## src/rtl/bus_arbiter_mux.sv

```systemverilog
// Registered bus arbiter/mux: round-robin, or lowest-index-first when BUS_ARB_FIXED_PRIORITY_EN is defined.
// Latency 1 cycle; no backpressure: one grant per cycle, losing requesters retry later.
module bus_arbiter_mux #(
  parameter int WIDTH   = 32,
  parameter int NUM_SRC = 24,
  localparam int SEL_W  = $clog2(NUM_SRC)
) (
  input  logic                     clock,
  input  logic                     clear,
  input  logic [NUM_SRC-1:0]       Bus_enable,
  input  logic [NUM_SRC*WIDTH-1:0] bus_in,
  output logic [WIDTH-1:0]         busMuxOut,
  output logic [NUM_SRC-1:0]       bus_grant,
  output logic [SEL_W-1:0]         grant_sel,
  output logic                     bus_valid,
  output logic                     bus_conflict,
  output logic [7:0]               conflict_count
);

  logic [WIDTH-1:0]   r_bus;
  logic [NUM_SRC-1:0] r_grant;
  logic [SEL_W-1:0]   r_sel;
  logic               r_valid;
  logic               r_conflict;
  logic [7:0]         r_count;

  logic               w_any;
  logic               w_conflict;
  logic [SEL_W-1:0]   w_win;
  logic [WIDTH-1:0]   w_win_dat;

  assign w_any      = |Bus_enable;
  // More than one bit set iff clearing the lowest set bit leaves something.
  assign w_conflict = |(Bus_enable & (Bus_enable - NUM_SRC'(1)));

`ifdef BUS_ARB_FIXED_PRIORITY_EN
  always_comb begin
    w_win = '0;
    for (int i = NUM_SRC - 1; i >= 0; i--) begin
      if (Bus_enable[i]) w_win = SEL_W'(i);
    end
  end
`else
  logic [SEL_W-1:0] r_rr_ptr;
  logic             w_found;
  int               w_idx;

  always_comb begin
    w_win   = '0;
    w_found = 1'b0;
    w_idx   = 0;
    for (int k = 0; k < NUM_SRC; k++) begin
      w_idx = int'(r_rr_ptr) + k;
      if (w_idx >= NUM_SRC) w_idx = w_idx - NUM_SRC;
      if (!w_found && Bus_enable[w_idx]) begin
        w_found = 1'b1;
        w_win   = SEL_W'(w_idx);
      end
    end
  end

  always_ff @(posedge clock or negedge clear) begin
    if (!clear) begin
      r_rr_ptr <= '0;
    end else if (w_any) begin
      r_rr_ptr <= (w_win == SEL_W'(NUM_SRC - 1)) ? '0 : w_win + SEL_W'(1);
    end
  end
`endif

  assign w_win_dat = bus_in[int'(w_win)*WIDTH +: WIDTH];

  always_ff @(posedge clock or negedge clear) begin
    if (!clear) begin
      r_bus      <= '0;
      r_grant    <= '0;
      r_sel      <= '0;
      r_valid    <= 1'b0;
      r_conflict <= 1'b0;
      r_count    <= '0;
    end else begin
      r_valid    <= w_any;
      r_conflict <= w_conflict;
      if (w_any) begin
        r_bus   <= w_win_dat;
        r_grant <= NUM_SRC'(1) << w_win;
        r_sel   <= w_win;
      end else begin
        r_grant <= '0;
      end
      if (w_conflict && (r_count != 8'hFF)) r_count <= r_count + 8'd1;
    end
  end

  assign busMuxOut      = r_bus;
  assign bus_grant      = r_grant;
  assign grant_sel      = r_sel;
  assign bus_valid      = r_valid;
  assign bus_conflict   = r_conflict;
  assign conflict_count = r_count;

endmodule

```

## config.mk

```make
export PLATFORM = sky130hd
export DESIGN_NAME = bus_arbiter_mux
export DESIGN_NICKNAME = d
export VERILOG_FILES = /design/src/rtl/bus_arbiter_mux.sv
export SDC_FILE = /design/constraint.sdc
export NUM_CORES = 1
export LEC_CHECK = 0
export ABC_AREA = 1
export CELL_PAD_IN_SITES_DETAIL_PLACEMENT = 1
export CELL_PAD_IN_SITES_GLOBAL_PLACEMENT = 1
export CORE_AREA = 2 2 339 341
export DETAILED_ROUTE_END_ITERATION = 10
export DIE_AREA = 0 0 341 343
export HOLD_SLACK_MARGIN = 0.03
export PLACE_DENSITY_LB_ADDON = 0.25
export SYNTH_ARGS = -nofsm -noshare
export SYNTH_HDL_FRONTEND = slang
export SYNTH_SLANG_ARGS = --single-unit
```

## constraint.sdc

```tcl
create_clock -name clock -period 5.6 [get_ports clock]
set_clock_uncertainty 0.15 [all_clocks]
set_input_delay 1.12 -clock clock [delete_from_list [all_inputs] [get_ports clock]]
set_output_delay 1.12 -clock clock [all_outputs]
set_load 0.05 [all_outputs]
```

Word level (Yosys, flattened, before mapping)
Cells that the tools add are included.

word-level totals
  word-level logic and storage cells = 304
  flip-flop bits (word level) = 76
  input port bits = 794

cells by class
  equality and inequality tests = 2
  shifts and indexed selects = 2
  bitwise logic cells = 1
  reductions and logical operators = 49
  add/subtract/negate cells = 50
  mux-type cells = 145
  $lt $le $gt $ge = 48

operators with widths
  cell                                                 number
  < comparator 32 x 7 -> 1 bit, second input constant  24
  2-to-1 mux 32 bit                                    24
  variable part select 768 x 11 -> 32 bit              1
  subtractor 6 x 5 -> 7 bit, second input constant     23
  >= comparator 6 x 5 -> 1 bit, second input constant  23
  2-to-1 mux 5 bit                                     25
  binary-select mux 1 bit (select 5 bit)               24
  2-to-1 mux 1 bit                                     71
  adder 5 x 4 -> 6 bit, second input constant          8
  adder 5 x 5 -> 6 bit, second input constant          8
  OR reduction 24 bit                                  2
  adder 5 x 3 -> 6 bit, second input constant          4
  bitwise AND 24 bit                                   1
  logical AND 1 bit                                    24
  2-to-1 mux 24 bit                                    1
  << shifter 1 x 5 -> 24 bit, first input constant     1
  subtractor 24 x 1 -> 24 bit, second input constant   1
  zero test 1 bit                                      23
  adder 5 x 2 -> 6 bit, second input constant          2
  adder 8 x 1 -> 8 bit, second input constant          1
  != test 8 bit, second input constant                 1
  adder 5 x 1 -> 6 bit, second input constant          1
  subtractor 5 x 5 -> 6 bit, second input constant     1
  adder 5 x 1 -> 5 bit, second input constant          1
  2 further kinds                                      2

Logic depth before layout (Yosys ltp)
  depth after elaboration = 77
  mapped depth = 42

Worst setup path before layout
Ideal clock, no wire load.

  path type = register to register
  start = reg r_rr_ptr[2]
  end = reg r_bus[0] (netlist: busMuxOut[0])
  data required time = 5320 ps
  setup time = 130 ps
  setup slack = 499 ps
  arrival = 4821 ps
  stages on the path, launching flop included = 33
  path through = dfrtp_1 -> inv_2 -> buf_1 -> ha_1 -> inv_1 -> o21ai_1 -> xor2_1 -> inv_1 -> ha_1 -> a21oi_1 -> xnor2_1 -> clkinv_1 -> or2_1 -> nand3_1 -> nand2_1 -> inv_2 -> nand4_2 -> nor2_4 -> nand4_2 -> nor2_4 -> nand4_2 -> nor2_4 -> nand4_4 -> nor2_4 -> nand4_4 -> buf_2 -> dlygate4sd1_1 -> nand4_1 -> nand3_1 -> nand2_1 -> nand2_1 -> nand3_1 -> nand4_1

on the way
  longest elaborated chain between the ends = 76
  elaborated cells between the ends (all ways) = 261

ends and longest elaborated chain
  element                                                             RTL line  text
  start, declared                                                     44        logic [SEL_W-1:0] r_rr_ptr;
  start signal, assigned                                              66        r_rr_ptr <= (w_win == SEL_W'(NUM_SRC - 1)) ? '0 : w_win + SEL_W'(1);
  branches (longest 74 deep; another with subtractor 6 x 5 -> 7 bit)  -
  2-to-1 mux 5 bit (*)                                                55        if (!w_found && Bus_enable[w_idx]) begin
  variable part select 768 x 11 -> 32 bit (*)                         71        assign w_win_dat = bus_in[int'(w_win)*WIDTH +: WIDTH];
  end signal, assigned                                                85        r_bus <= w_win_dat;
  end, declared                                                       20        logic [WIDTH-1:0] r_bus;

Every way passes the cells marked *. The select of a mux whose other input is x is not followed.
A chain may end at the register's enable or synchronous reset.

Worst setup path after layout
  start = reg r_rr_ptr[3]
  end = reg r_bus[18] (netlist: busMuxOut[18])

The elaborated chain is that of the path after synthesis.

==> metrics.md <==
| Metric | Value |
|---|---|
| Status | finished, final reports clean |
| Antenna viol nets, final | 0 |
| Final Hold Viols | 0 |
| Pin count of the biggest net entering global routing | 97 |
| Met2 routed WL | 77120 µm |
| Final worst slack | 0.1637 ns |
| First-pass GRT wire length | 213100 µm |
| Max cap viols | 0 |
| EDFF count, synth | 0 |
| DP Worst Slack | -0.6730 ns |
| GRT Util Overall | 0.2481 |
| Top post-synthesis cells by area | nand2_1 21%, nand3_1 19%, nand4_1 14%, inv_1 13%, dfrtp_1 10% |
| Final Slew Violations | 0 |
| Vias in the first global route | 30060 |
| Die height | 343 µm |
| Core box area | 113400 µm² |
| Cells after Synth | 3635 |
| Wire length per cell | 24.79 µm |
| Synth async-reset ratio | 1.000 |
| Vias per cell | 4.710 |
| Critical path required time | 5.75 ns |
| Starting Density | 0.1673 |
| DRT iter0 DRCs | 1932 |
| Share of cells above drive strength 1 | 0.2051 |
| Slew headroom | 0.4427 |
| RSZ-0062 raised after global routing | true |
| Area added between synthesis and finish | 87.38% |
| Worst-Margin Slew | 0.8273 ns |
| Die X | 341 µm |
| M1 wire length | 68200 µm |
| Final Cycle Share | 0.9708 |
| Worst-path fanout max | 8 |
| Average cell area after synthesis | 5.221 µm² |
| WL final | 156400 µm |
| Sequential element share of the synthesized area | 0.1002 |
| Max incr delay on CP | 0.46 ns |
| # DRC | 0 |
| NumNets Final | 5606 |
| TritonRoute pass-1 iters | 5 |
| Core Rows | 124 |
| Initial antenna violation count | 54 |
| Clock transition at path regs | 0.08 ns |
| Synth cell count leaders | 1064 x nand2_1, 716 x nand3_1, 655 x inv_1 |
| Setup CP Type | flop to flop |
| Clk sink count | 76 |
| Gpl congestion | 0.9172 |
| Met3 wire length | 7456 µm |
| Die area | 117000 µm² |
| Setup TNS | 0 ns |
| DR vias | 29710 |
| Buffers on Ports | 864 |
| Post-route minimum period | 5.436 ns |
| Worst Setup Start Kind | flop |
| I/O pins | 865 |
| Cell Count, Final, Fillers Out | 6308 |
| Cell with the most instances after synthesis | nand2_1 |
| Prevailing post-synth register cell | dfrtp_1 |
| DP HPWL | 124900 µm |
| Clk Latency, worst-skew pair | 0.38 ns |
| YS warnings | 0 |
| Dominant cell type by area after synthesis | nand2_1 |
| DR top layer | met5 |
| Root Driver | clkbuf_16 |
| Clock buffer count from CTS | 9 |
| Netlist cell types | 61 |
| Mapped Nets | 4472 |
| Mapped cell area | 18980 µm² |
| Clock Path Buffers | 2 |
| FF+latch count, synth | 76 |
| Achievable clock frequency | 183.9 MHz |
| Worst path slowest cell | dfrtp_2 |
| CTS tree | yes |
| Clock H-tree levels | 3 |
| CP arrival | 5.59 ns |
| Cells after DPL | 6185 |
| Final Setup Violations | 0 |
| Top-area cell type share of the netlist area | 0.2104 |
| CP Capture Type | flop |
| Final hold slack | 0.3338 ns |
| HP Class | flop to flop |
| Total congestion overflow | 0 |
==> area by class of cell <==
cell class,count,area (µm²)
sequential,76,1904
multi-input combinational,2604,14690
antenna,22,55.05
inverter,680,2603
fill,14350,77850
clock inverter,7,65.06
timing repair buffer,1398,14130
clock buffer,9,225.2
tap,1512,1892
==> cells by family (layout without fill, tap and decap cells) <==
family | after synthesis | count (layout) | synth area share
mux | 2 | 2 | 0.001121
xor+xnor | 32 | 32 | 0.01556
other cells | 0 | 22 | 0
compound gates | 139 | 139 | 0.04279
fa+ha+maj | 43 | 43 | 0.02835
flops | 76 | 76 | 0.1002
simple gates | 2388 | 2388 | 0.5891
buf+inv | 955 | 2094 | 0.2229
==> worst max-delay path, delay by kind of cell, from the launching register on <==
| kind | cells | cell delay [ns] |
|---|---|---|
| and+or+nand+nor | 22 | 2.12 |
| xor gates and xnor gates | 1 | 0.18 |
| AOI/OAI and AO/OA | 4 | 0.56 |
| DFF | 1 | 0.46 |
| adders and majority gates | 2 | 0.37 |
| buffers and inverters | 11 | 1.46 |
==> final timing paths <==
path                                    from             to  slack, ns  depth (start not counted)
worst min-delay path            grant_sel[2]   grant_sel[2]       0.33                          2
worst min register to register  grant_sel[2]   grant_sel[2]       0.33                          2
max in group asynchronous              clear    r_rr_ptr[2]       3.58                          2
min in group asynchronous              clear   busMuxOut[3]       0.57                          1
worst max register to register   r_rr_ptr[3]  busMuxOut[18]       0.16                         40
worst max-delay path             r_rr_ptr[3]  busMuxOut[18]       0.16                         40
==> metrics by stage <==
stage	cell area, µm²	util
after floorplan	18980	-
after global placement	31870	0.2810
after detailed placement	31870	0.2810
after CTS	33060	0.2915
after global routing	35560	0.3135
final	35560	0.3136
==> layer usage <==
metal | vias to the layer above | track usage
met5 | - | 0
met4 | 42 | 0.04690
met3 | 178 | 0.03507
met2 | 894 | 0.4429
met1 | 14440 | 0.3172
li1 | 14160 | -
==> sequential cells by signal, summed over array words and instances (netlist names) <==
register,flops
busMuxOut,32
r_rr_ptr,5
bus_valid,1
bus_conflict,1
grant_sel,5
conflict_count,8
bus_grant,24
==> placed cells by master, fill, tap and decap left out, types with 15 or more instances in the layout <==
cell type / n
nand3_1: 575
nor2_2: 16
nand2_4: 27
dfrtp_1: 74
nor2_1: 103
a21oi_1: 15
dlymetal6s2s_1: 24
buf_6: 41
nand3_4: 20
nand3_2: 122
clkbuf_16: 18
nand4_1: 432
xor2_1: 17
o21ai_0: 49
inv_2: 19
inv_1: 641
buf_4: 408
diode_2: 22
nand2_1: 920
ha_1: 26
clkdlybuf4s50_1: 839
nand2_2: 127
buf_12: 56
==> repair_timing <==
action,CTS,global route
endpoints found under the setup margin,45,63
pin swaps,14,98
setup buffers,24,39
gates cloned,11,13
gates resized for setup,78,474
hold buffers,0,0
Power is not shown: default switching activity piles up to over one toggle a cycle in this logic, so the estimate is an artifact.
